--- config.mk ---
export PLATFORM = sky130hd
export DESIGN_NAME = cfg_seq_loader
export DESIGN_NICKNAME = d
export VERILOG_FILES = /design/src/rtl/cfg_pkg.sv /design/src/rtl/cfg_delay_cnt.sv /design/src/rtl/cfg_seq_loader.sv
export SDC_FILE = /design/constraint.sdc
export NUM_CORES = 1
export LEC_CHECK = 0
export BUFFER_PORTS_ARGS = -buffer_cell sky130_fd_sc_hd__buf_2
export CAP_MARGIN = 25
export CORE_ASPECT_RATIO = 0.75
export CORE_UTILIZATION = 30
export CTS_BUF_LIST = sky130_fd_sc_hd__clkbuf_2 sky130_fd_sc_hd__clkbuf_4 sky130_fd_sc_hd__clkbuf_8
export DETAILED_ROUTE_END_ITERATION = 12
export GPL_TIMING_DRIVEN = 1
export PLACE_DENSITY = 0.55
export SLEW_MARGIN = 20
export SYNTH_ARGS = -nofsm -noshare
export SYNTH_HDL_FRONTEND = slang
export SYNTH_HIERARCHICAL = 1
export SYNTH_SLANG_ARGS = --single-unit
export TNS_END_PERCENT = 1
--- constraint.sdc ---
create_clock -name clk_i -period 2.7 [get_ports clk_i]
set_input_delay 0.54 -clock clk_i [delete_from_list [all_inputs] [get_ports clk_i]]
set_output_delay 0.54 -clock clk_i [all_outputs]
set_load 0.01 [all_outputs]
--- src/rtl/cfg_pkg.sv ---
// Shared defaults, encodings and FSM state type for the clock-chip configuration sequencer.
package cfg_pkg;

    localparam int         CLK_FREQ   = 125_000_000;
    localparam int         MEM_DEPTH  = 326;
    localparam int         MEM_WIDTH  = 24;
    localparam int         DATA_WIDTH = 8;
    localparam int         CYCLES     = MEM_WIDTH / DATA_WIDTH;
    localparam logic [6:0] SLAVE_ADDR = 7'h74;

    // 300 ms; dividing first keeps the product inside 32-bit integer range
    localparam int PAUSE_CYCLES = CLK_FREQ / 1000 * 300;

    typedef enum logic {
        WRITE = 1'b0,
        READ  = 1'b1
    } r_w_t;

    typedef enum logic [2:0] {
        IDLE,
        FETCH,
        WAIT_ROM,
        SEND,
        WAIT_ACK,
        PAUSE,
        DONE,
        ERROR
    } seq_state_t;

endpackage

--- src/rtl/cfg_delay_cnt.sv ---
// One-shot down-counter: a load pulse arms it, expire is high on the cycle
// len-1 cycles after the load cycle (len must be at least 2).
module cfg_delay_cnt #(
    parameter int W = 8
) (
    input  logic         clk,
    input  logic         rst,
    input  logic         load,
    input  logic [W-1:0] len,
    output logic         expire
);

    logic [W-1:0] cnt;
    logic         run;

    always_ff @(posedge clk or posedge rst) begin
        if (rst) begin
            cnt <= '0;
            run <= 1'b0;
        end else if (load) begin
            cnt <= len - W'(1);
            run <= 1'b1;
        end else if (run) begin
            if (cnt == W'(1)) run <= 1'b0;
            cnt <= cnt - W'(1);
        end
    end

    assign expire = run && (cnt == W'(1));

endmodule

--- src/rtl/cfg_seq_loader.sv ---
// ROM-driven I2C write sequencer for Si5340-class clock chips, with NACK retry.
// Define CFG_FAST_SIM_EN to shorten the post-preamble pause to 16 cycles.
module cfg_seq_loader #(
    parameter int         MEM_DEPTH    = cfg_pkg::MEM_DEPTH,
    parameter int         MEM_WIDTH    = cfg_pkg::MEM_WIDTH,
    parameter int         DATA_WIDTH   = cfg_pkg::DATA_WIDTH,
    parameter logic [6:0] SLAVE_ADDR   = cfg_pkg::SLAVE_ADDR,
    parameter int         PAUSE_IDX    = 2,
    parameter int         PAUSE_CYCLES = cfg_pkg::PAUSE_CYCLES,
    parameter int         MAX_RETRY    = 3
) (
    input  logic                         clk_i,
    input  logic                         rst_i,
    input  logic                         start_i,
    output logic [$clog2(MEM_DEPTH)-1:0] rom_addr_o,
    input  logic [MEM_WIDTH-1:0]         rom_data_i,
    output logic [DATA_WIDTH-1:0]        tx_data_o,
    output logic                         tx_first_o,
    output logic                         tx_last_o,
    output logic                         tx_valid_o,
    input  logic                         tx_ready_i,
    input  logic                         ack_valid_i,
    input  logic                         nack_i,
    output logic                         busy_o,
    output logic                         done_o,
    output logic                         err_o,
    output logic [$clog2(MEM_DEPTH)-1:0] entry_o
);

    import cfg_pkg::*;

    localparam int AW              = $clog2(MEM_DEPTH);
    localparam int BYTES_PER_ENTRY = MEM_WIDTH / DATA_WIDTH;
    localparam int BW              = $clog2(BYTES_PER_ENTRY + 1);
    localparam int RW              = (MAX_RETRY < 1) ? 1 : $clog2(MAX_RETRY + 1);

`ifdef CFG_FAST_SIM_EN
    localparam int PAUSE_LEN = 16;
`else
    localparam int PAUSE_LEN = PAUSE_CYCLES;
`endif
    localparam int PW = $clog2(PAUSE_LEN + 1);

    seq_state_t           state;
    logic [AW-1:0]        entry;
    logic [BW-1:0]        byte_idx;
    logic [RW-1:0]        retry;
    logic [MEM_WIDTH-1:0] shreg;
    logic                 pause_load;
    logic                 pause_expire;
    logic                 last_entry;
    logic                 ack_ok;

    assign rom_addr_o = entry;
    assign entry_o    = entry;
    assign last_entry = (entry == AW'(MEM_DEPTH - 1));
    assign ack_ok     = ack_valid_i && !nack_i;

    cfg_delay_cnt #(
        .W(PW)
    ) u_pause (
        .clk    (clk_i),
        .rst    (rst_i),
        .load   (pause_load),
        .len    (PW'(PAUSE_LEN)),
        .expire (pause_expire)
    );

    always_ff @(posedge clk_i or posedge rst_i) begin
        if (rst_i) begin
            state      <= IDLE;
            entry      <= '0;
            byte_idx   <= '0;
            retry      <= '0;
            tx_data_o  <= '0;
            tx_first_o <= 1'b0;
            tx_last_o  <= 1'b0;
            tx_valid_o <= 1'b0;
            busy_o     <= 1'b0;
            done_o     <= 1'b0;
            err_o      <= 1'b0;
            pause_load <= 1'b0;
        end else begin
            pause_load <= 1'b0;
            case (state)
                IDLE: begin
                    if (start_i) begin
                        done_o <= 1'b0;
                        err_o  <= 1'b0;
                        entry  <= '0;
                        retry  <= '0;
                        busy_o <= 1'b1;
                        state  <= FETCH;
                    end
                end
                FETCH: state <= WAIT_ROM;
                WAIT_ROM: begin
                    byte_idx   <= '0;
                    tx_data_o  <= DATA_WIDTH'({SLAVE_ADDR, WRITE});
                    tx_first_o <= 1'b1;
                    tx_last_o  <= 1'b0;
                    tx_valid_o <= 1'b1;
                    state      <= SEND;
                end
                SEND: begin
                    if (tx_ready_i) begin
                        tx_valid_o <= 1'b0;
                        state      <= WAIT_ACK;
                    end
                end
                WAIT_ACK: begin
                    if (ack_valid_i && nack_i) begin
                        // the master has already issued STOP; restart the whole entry
                        if (retry < RW'(MAX_RETRY)) begin
                            retry <= retry + RW'(1);
                            state <= FETCH;
                        end else begin
                            err_o  <= 1'b1;
                            busy_o <= 1'b0;
                            state  <= ERROR;
                        end
                    end else if (ack_ok && !tx_last_o) begin
                        byte_idx   <= byte_idx + BW'(1);
                        tx_data_o  <= shreg[MEM_WIDTH-1 -: DATA_WIDTH];
                        tx_first_o <= 1'b0;
                        tx_last_o  <= (byte_idx == BW'(BYTES_PER_ENTRY - 1));
                        tx_valid_o <= 1'b1;
                        state      <= SEND;
                    end else if (ack_ok && entry == AW'(PAUSE_IDX)) begin
                        pause_load <= 1'b1;
                        state      <= PAUSE;
                    end else if (ack_ok && last_entry) begin
                        done_o <= 1'b1;
                        busy_o <= 1'b0;
                        state  <= DONE;
                    end else if (ack_ok) begin
                        entry <= entry + AW'(1);
                        retry <= '0;
                        state <= FETCH;
                    end
                end
                PAUSE: begin
                    if (pause_expire && last_entry) begin
                        done_o <= 1'b1;
                        busy_o <= 1'b0;
                        state  <= DONE;
                    end else if (pause_expire) begin
                        entry <= entry + AW'(1);
                        retry <= '0;
                        state <= FETCH;
                    end
                end
                DONE:    state <= IDLE;
                ERROR:   state <= IDLE;
                default: state <= IDLE;
            endcase
        end
    end

    // Entry bytes leave MSB-first; the register shifts once per acknowledged data byte.
    always_ff @(posedge clk_i) begin
        if (state == WAIT_ROM) begin
            shreg <= rom_data_i;
        end else if (state == WAIT_ACK && ack_ok && !tx_last_o) begin
            shreg <= shreg << DATA_WIDTH;
        end
    end

endmodule
### After elaboration in Yosys (flattened, before gate mapping)

Index checks and enable logic that the tools add are counted.

* bits in registers: 82
* input bits: 30
* output and inout bits: 32
* word-level logic and storage cells: 156

* $add $sub $neg: 4
* magnitude comparators: 1
* equality and inequality tests: 34
* muxes and demuxes: 75
* reduce and logical (&&, ||, !) cells: 27

Operator list (count)
* 2-to-1 mux 9 bit: 8
* 2-to-1 mux 26 bit: 2
* 2-to-1 mux 24 bit: 2
* 2-to-1 mux 3 bit: 10
* 2-to-1 mux 1 bit: 29
* inequality test 2 bit, second input constant: 14
* one-hot mux 9 bit (3 select lines): 1
* equality test 26 x 1 -> 1 bit, second input constant: 1
* subtractor 26 x 1 -> 26 bit, second input constant: 1
* inequality test 3 bit, second input constant: 8
* 2-to-1 mux 2 bit: 11
* one-hot mux 3 bit (7 select lines): 1
* AND reduction 9 bit: 2
* 2-to-1 mux 8 bit: 2
* one-hot mux 8 bit (2 select lines): 1
* AND reduction 7 bit: 2
* equality test 3 bit, second input constant: 4
* AND reduction 4 bit: 3
* adder 9 x 1 -> 9 bit, second input constant: 1
* equality test 9 x 2 -> 1 bit, second input constant: 1
* equality test 9 bit, second input constant: 1
* logical AND 1 bit: 9
* one-hot mux 1 bit (3 select lines): 3
* nonzero test 2 bit: 4
* other kinds (14): 20

### Longest topological paths before layout

* word-level depth: 8
* gate-level depth with buffers: 11
* mapped depth without buffers: 10

### By module

The synthesis kept the hierarchy.

Modules (own cells, without submodules)
* cfg_seq_loader: times used 1, cells each 286, area an instance 2733.9 um^2, seq. area each 1496.4 um^2
* cfg_delay_cnt: times used 1, cells each 218, area an instance 1961.9 um^2, seq. area each 675.6 um^2

### Least setup slack after synthesis

Ideal clock, no wire load.

* path kind: reg-to-reg
* start: register u_pause.cnt[13]
* end: register entry[4] (netlist: entry_o[4])
* setup time: 0.110 ns
* data arrival time: 2.337 ns
* required time: 2.590 ns
* slack: 0.252 ns
* stages on the path, launching flop included: 10
* path buffers: 1
* clock period less this slack: 2.448 ns
* cells stage by stage: dfrtp_1 -> or4_1 -> nor3b_1 -> nand4_1 -> nor2_1 -> nand2_1 -> a2bb2oi_1 -> buf_2 -> nand2_1 -> o41ai_1

* cells in the longest elaborated chain, start to end: 5
* elaborated cells between the ends (all ways): 6
* classes of those cells: 3 x eq/ne; 3 x reduce/logical

RTL lines
* start: declaration: RTL line cfg_delay_cnt.sv:13 `logic [W-1:0] cnt;`
* start signal: assignment: RTL line cfg_delay_cnt.sv:21 `cnt <= len - W'(1);`
* start signal: assignment: RTL line cfg_delay_cnt.sv:25 `cnt <= cnt - W'(1);`
* equality test 26 x 1 -> 1 bit *: RTL line cfg_delay_cnt.sv:29 `assign expire = run && (cnt == W'(1));`
* logical AND 1 bit *: RTL line cfg_delay_cnt.sv:29
* net pause_expire: RTL line cfg_seq_loader.sv:50 `logic pause_expire;`
* logical AND 1 bit: RTL line cfg_seq_loader.sv:143 `if (pause_expire && last_entry) begin`
* inequality test 2 bit (no line)
* AND reduction 9 bit (no line) *
* end signal: assignment: RTL line cfg_seq_loader.sv:137 `entry <= entry + AW'(1);`
* end signal: assignment: RTL line cfg_seq_loader.sv:148 `entry <= entry + AW'(1);`
* end: declaration: RTL line cfg_seq_loader.sv:45 `logic [AW-1:0] entry;`

Mark *: on every way through the listed nets, which the timed path passes. The rest lies on a longest branch.
A chain may end at the register's enable or synchronous reset.

### Worst setup path after layout

* start: register u_pause.cnt[16]
* end: register retry[0]

* cells in the longest elaborated chain, start to end: 5
* elaborated cells between the ends (all ways): 6
* classes of those cells: 3 x eq/ne; 3 x reduce/logical

RTL lines
* equality test 26 x 1 -> 1 bit *: RTL line cfg_delay_cnt.sv:29
* logical AND 1 bit *: RTL line cfg_delay_cnt.sv:29
* net pause_expire: RTL line cfg_seq_loader.sv:50
* logical AND 1 bit: RTL line cfg_seq_loader.sv:143
* inequality test 2 bit (no line)
* AND reduction 9 bit (no line) *
* end signal: assignment: RTL line cfg_seq_loader.sv:115 `retry <= retry + RW'(1);`
* end: declaration: RTL line cfg_seq_loader.sv:47 `logic [RW-1:0] retry;`

Marked as above.

==> parameters.txt <==
Parameter                              Value

Status
  Status ... complete, no violations

Place
  HPWL reported at the end of detailed placement ... 7510 microns
  Final Wtd Congestion ... between 0.8 and 0.9
  Setup slack at placement ... between 0.01 and 0.015 ns
  Count of buffers from port buffering ... 61

Yosys
  Post-synthesis average cell area ... ~9.3 sq um
  Sequential element share of the synthesized area ... 46.3%
  Area share of the leading cell type in the synthesized netlist ... a little under a third
  Post-synth ARST share ... 70.7%
  Post-synth top flop ... dfrtp_1
  Synth area leader ... dfrtp_1
  Yosys warns ... 6
  Yosys cell types ... 60
  Top cells by area in the synthesized netlist ... dfrtp_1 31%, edfxtp_1 15%, nand2_1 7.7%
  Post-synthesis cell count ... around 500
  FF+latch count, synth ... 82
  Number of synthesized flops with an enable pin ... 24
  Netlist area before placement ... 0.00470 sq mm

Layout
  Highest-count cells in the layout ignoring fill and taps ... 95 x nand2_1, 84 x conb_1, 61 x buf_2
  Net count of the finished layout ... 684
  Most frequent standard cell in the layout excluding fill and tap cells ... nand2_1
  P&R area growth vs syn ... 22.6%
  Fraction of final layout cells sized beyond drive strength 1 ... 17.2%
  ANT cells ... 0

Global routing
  Antenna violations before repair ... 0
  Global-route wire length before repair ... ~17000 microns
  Number of global-route vias before repair ... 3503
  Overall Global Routing Usage ... 13.5%
  Grt total ovfl ... 0
  Maximum number of pins on one net before global-route repair ... 32

STA
  Actual transition at the worst max-transition pin ... 0.801 ns
  Post-route worst setup slack ... 0.149 ns
  FMAX ... slightly below 400 MHz
  Worst setup skew after layout ... around 0.01 ns
  Final slew viol count ... 0
  Hold_ws ... 0.266 ns
  Max-slew headroom ... 46.4%
  Final hold vios ... 0
  Final setup violation count ... 0
  Post-route clock period utilization ... between 90% and 100%
  Final critical path time including I/O delays and setup ... 2.55 ns

Floorplanning
  Initial Util ... 30.7%
  Core outline area ... 0.0153 sq mm
  Floorplan die area ... about 0.016 sq mm
  Die outline height ... approximately 110 microns
  Count of boundary I/O pins ... 62
  Horizontal extent of the die ... between 100 and 150 microns
  Rows ... 39

Worst setup path
  CP Capture Type ... flip-flop
  Type of element launching the critical path ... flip-flop
  Worst setup path class ... reg2reg
  Critical Path Source ... u_pause/cnt[16]$_DFFE_PP0P_
  Worst r2r src ... u_pause/cnt[16]$_DFFE_PP0P_
  Max FO, Critical Path ... 4
  Arrival time worst endpoint ... 2.78 ns
  Data required time of the critical path ... 2.93 ns

Routing
  Initial DRT Pass Iterations ... 4
  Number of routed nets with antenna violations ... 0
  Final routed wirelength across all metal layers ... 10400 microns
  Post-route DRC ... 0
  Iter 0 DRT Violations ... between 200 and 250
  Via density per instance ... between 4 and 5
  Detailed-route wire length per cell ... 12.2 microns
  Via total after detailed routing ... between 3k and 4k

Clock tree
  Clock insertion delay at the later pin of the skew report ... approximately 0.35 ns
  H-tree lvl count ... 3
  Master cell of the clock root buffer ... clkbuf_8
  CTS tree ... done
  Maximum root-to-sink buffer count ... 2
  Total number of clock tree sinks ... 82
  Number of buffers added by the clock tree synthesis step ... 9
  Cts-stage hold buffer count ... 0
  Clock-pin slew of the registers on the worst-case setup and hold paths ... 0.08 ns

Flow run
  Count of max-cap constraint violations ... 0

Power
  Standby leakage power ... 2.34 nW
  Power density normalized to cell area ... about 600 mW/mm^2
  Worst voltage drop across the vdd grid ... 0.000277 V

Hold path
  Worst hold-check path type ... in2async
## state kept, by name, indices dropped and copies added (netlist names)
| signal | count |
|---|---|
| tx_valid_o | 1 |
| shreg | 24 |
| u_pause/cnt | 26 |
| done_o | 1 |
| u_pause/run | 1 |
| err_o | 1 |
| retry | 2 |
| state | 3 |
| pause_load | 1 |
| tx_data_o | 8 |
| tx_last_o | 1 |
| entry_o | 9 |
| byte_idx | 2 |
| tx_first_o | 1 |
| busy_o | 1 |
## metrics by stage
stage / cells / area [sq um] / power (mW) / TNS (ns) / util [%]
final: 856 / 5760 / 3.47 / 0 / 37.7
after global routing: 856 / 5760 / 3.72 / -0.0110 / 37.7
after CTS: 854 / 5720 / 3.51 / 0 / 37.4
after detailed placement: 838 / 5540 / 2.70 / 0 / 36.3
after global placement: 838 / 5540 / 2.67 / 0 / 36.3
after floorplan: 586 / 5000 / 2.42 / 0 / -
## synthesized netlist by cell type, drive strengths merged (2+ instances only)
master   number
nor2b         3
edfxtp       24
a41oi         2
nor4         14
mux2i        15
conb          2
nand2b        3
nor3b         5
o31ai         6
nor3         19
a2111oi       2
inv          15
or3b          2
and2          9
o31a          2
or4           8
xor2         14
or4b          2
a31oi         2
buf          15
nand2        96
clkbuf       15
and3          4
or3           9
ha            8
nor2         34
nand3        16
a21oi        16
dfrtp        58
xnor2        32
nand4         8
o41ai         2
o21ai        25
## final cells by class
type / instances / area, sq um
Multi-Input combinational cell: 459 / 2650
Fill cell: 1552 / 9520
Clock buffer: 11 / 139
Inverter: 15 / 56.3
Clock inverter: 5 / 32.5
Tap cell: 205 / 256
Timing Repair Buffer: 79 / 453
Sequential cell: 82 / 2170
## logic make-up after synthesis
family / synth area share [%]
AND/OR/NAND/NOR: 26.0
flip-flops: 46.3
AO/OA/AOI/OAI: 8.87
XOR/XNOR: 8.58
buffers and inverters: 4.58
multiplexers: 3.44
adder cells (fa/ha/maj): 2.13
other: 0.160
## critical path: stages (launching register included)
cell     delay [ns]
dfrtp_1        0.40
or4_4          0.55
nor3b_2        0.18
nand4_1        0.15
nor2_2         0.18
nand2_2        0.11
o211a_1        0.19
or3_1          0.37
mux2_1         0.31
## per-layer routing
metal / global-route usage [%] / share of wire [%] / up-vias
met5: 0 / 0 / -
met4: 4.32 / 0.84 / 0
li1: - / - / 1960
met1: 18.8 / 52 / 1768
met2: 20.1 / 43 / 69
met3: 3.79 / 4.5 / 5
## power breakdown
group / total, mW / switching, mW / internal (mW)
registers: 1.75 / 0.134 / 1.61
logic: 0.927 / 0.588 / 0.339
clock network: 0.797 / 0.445 / 0.352
total: 3.47 / 1.17 / 2.30
## final timing paths
check / to / cells after the start / slack, ns
max in group asynchronous: tx_first_o$_DFFE_PP0P_ / 3 / 2.13
setup reg to reg: retry[0]$_DFFE_PP0P_ / 8 / 0.15
min in group clk_i: tx_data_o[5]$_DFFE_PP0P_ / 2 / 0.45
hold / removal: u_pause/cnt[2]$_DFFE_PP0P_ / 3 / 0.27
setup / recovery: retry[0]$_DFFE_PP0P_ / 8 / 0.15
hold reg to reg: tx_data_o[5]$_DFFE_PP0P_ / 2 / 0.45
## timing repair
item,CTS,global route
buffers inserted,0,2
endpoints found under the setup margin,1,10
pin swaps,0,2
resized for setup,1,5
Power figures use the tool's default switching activity.
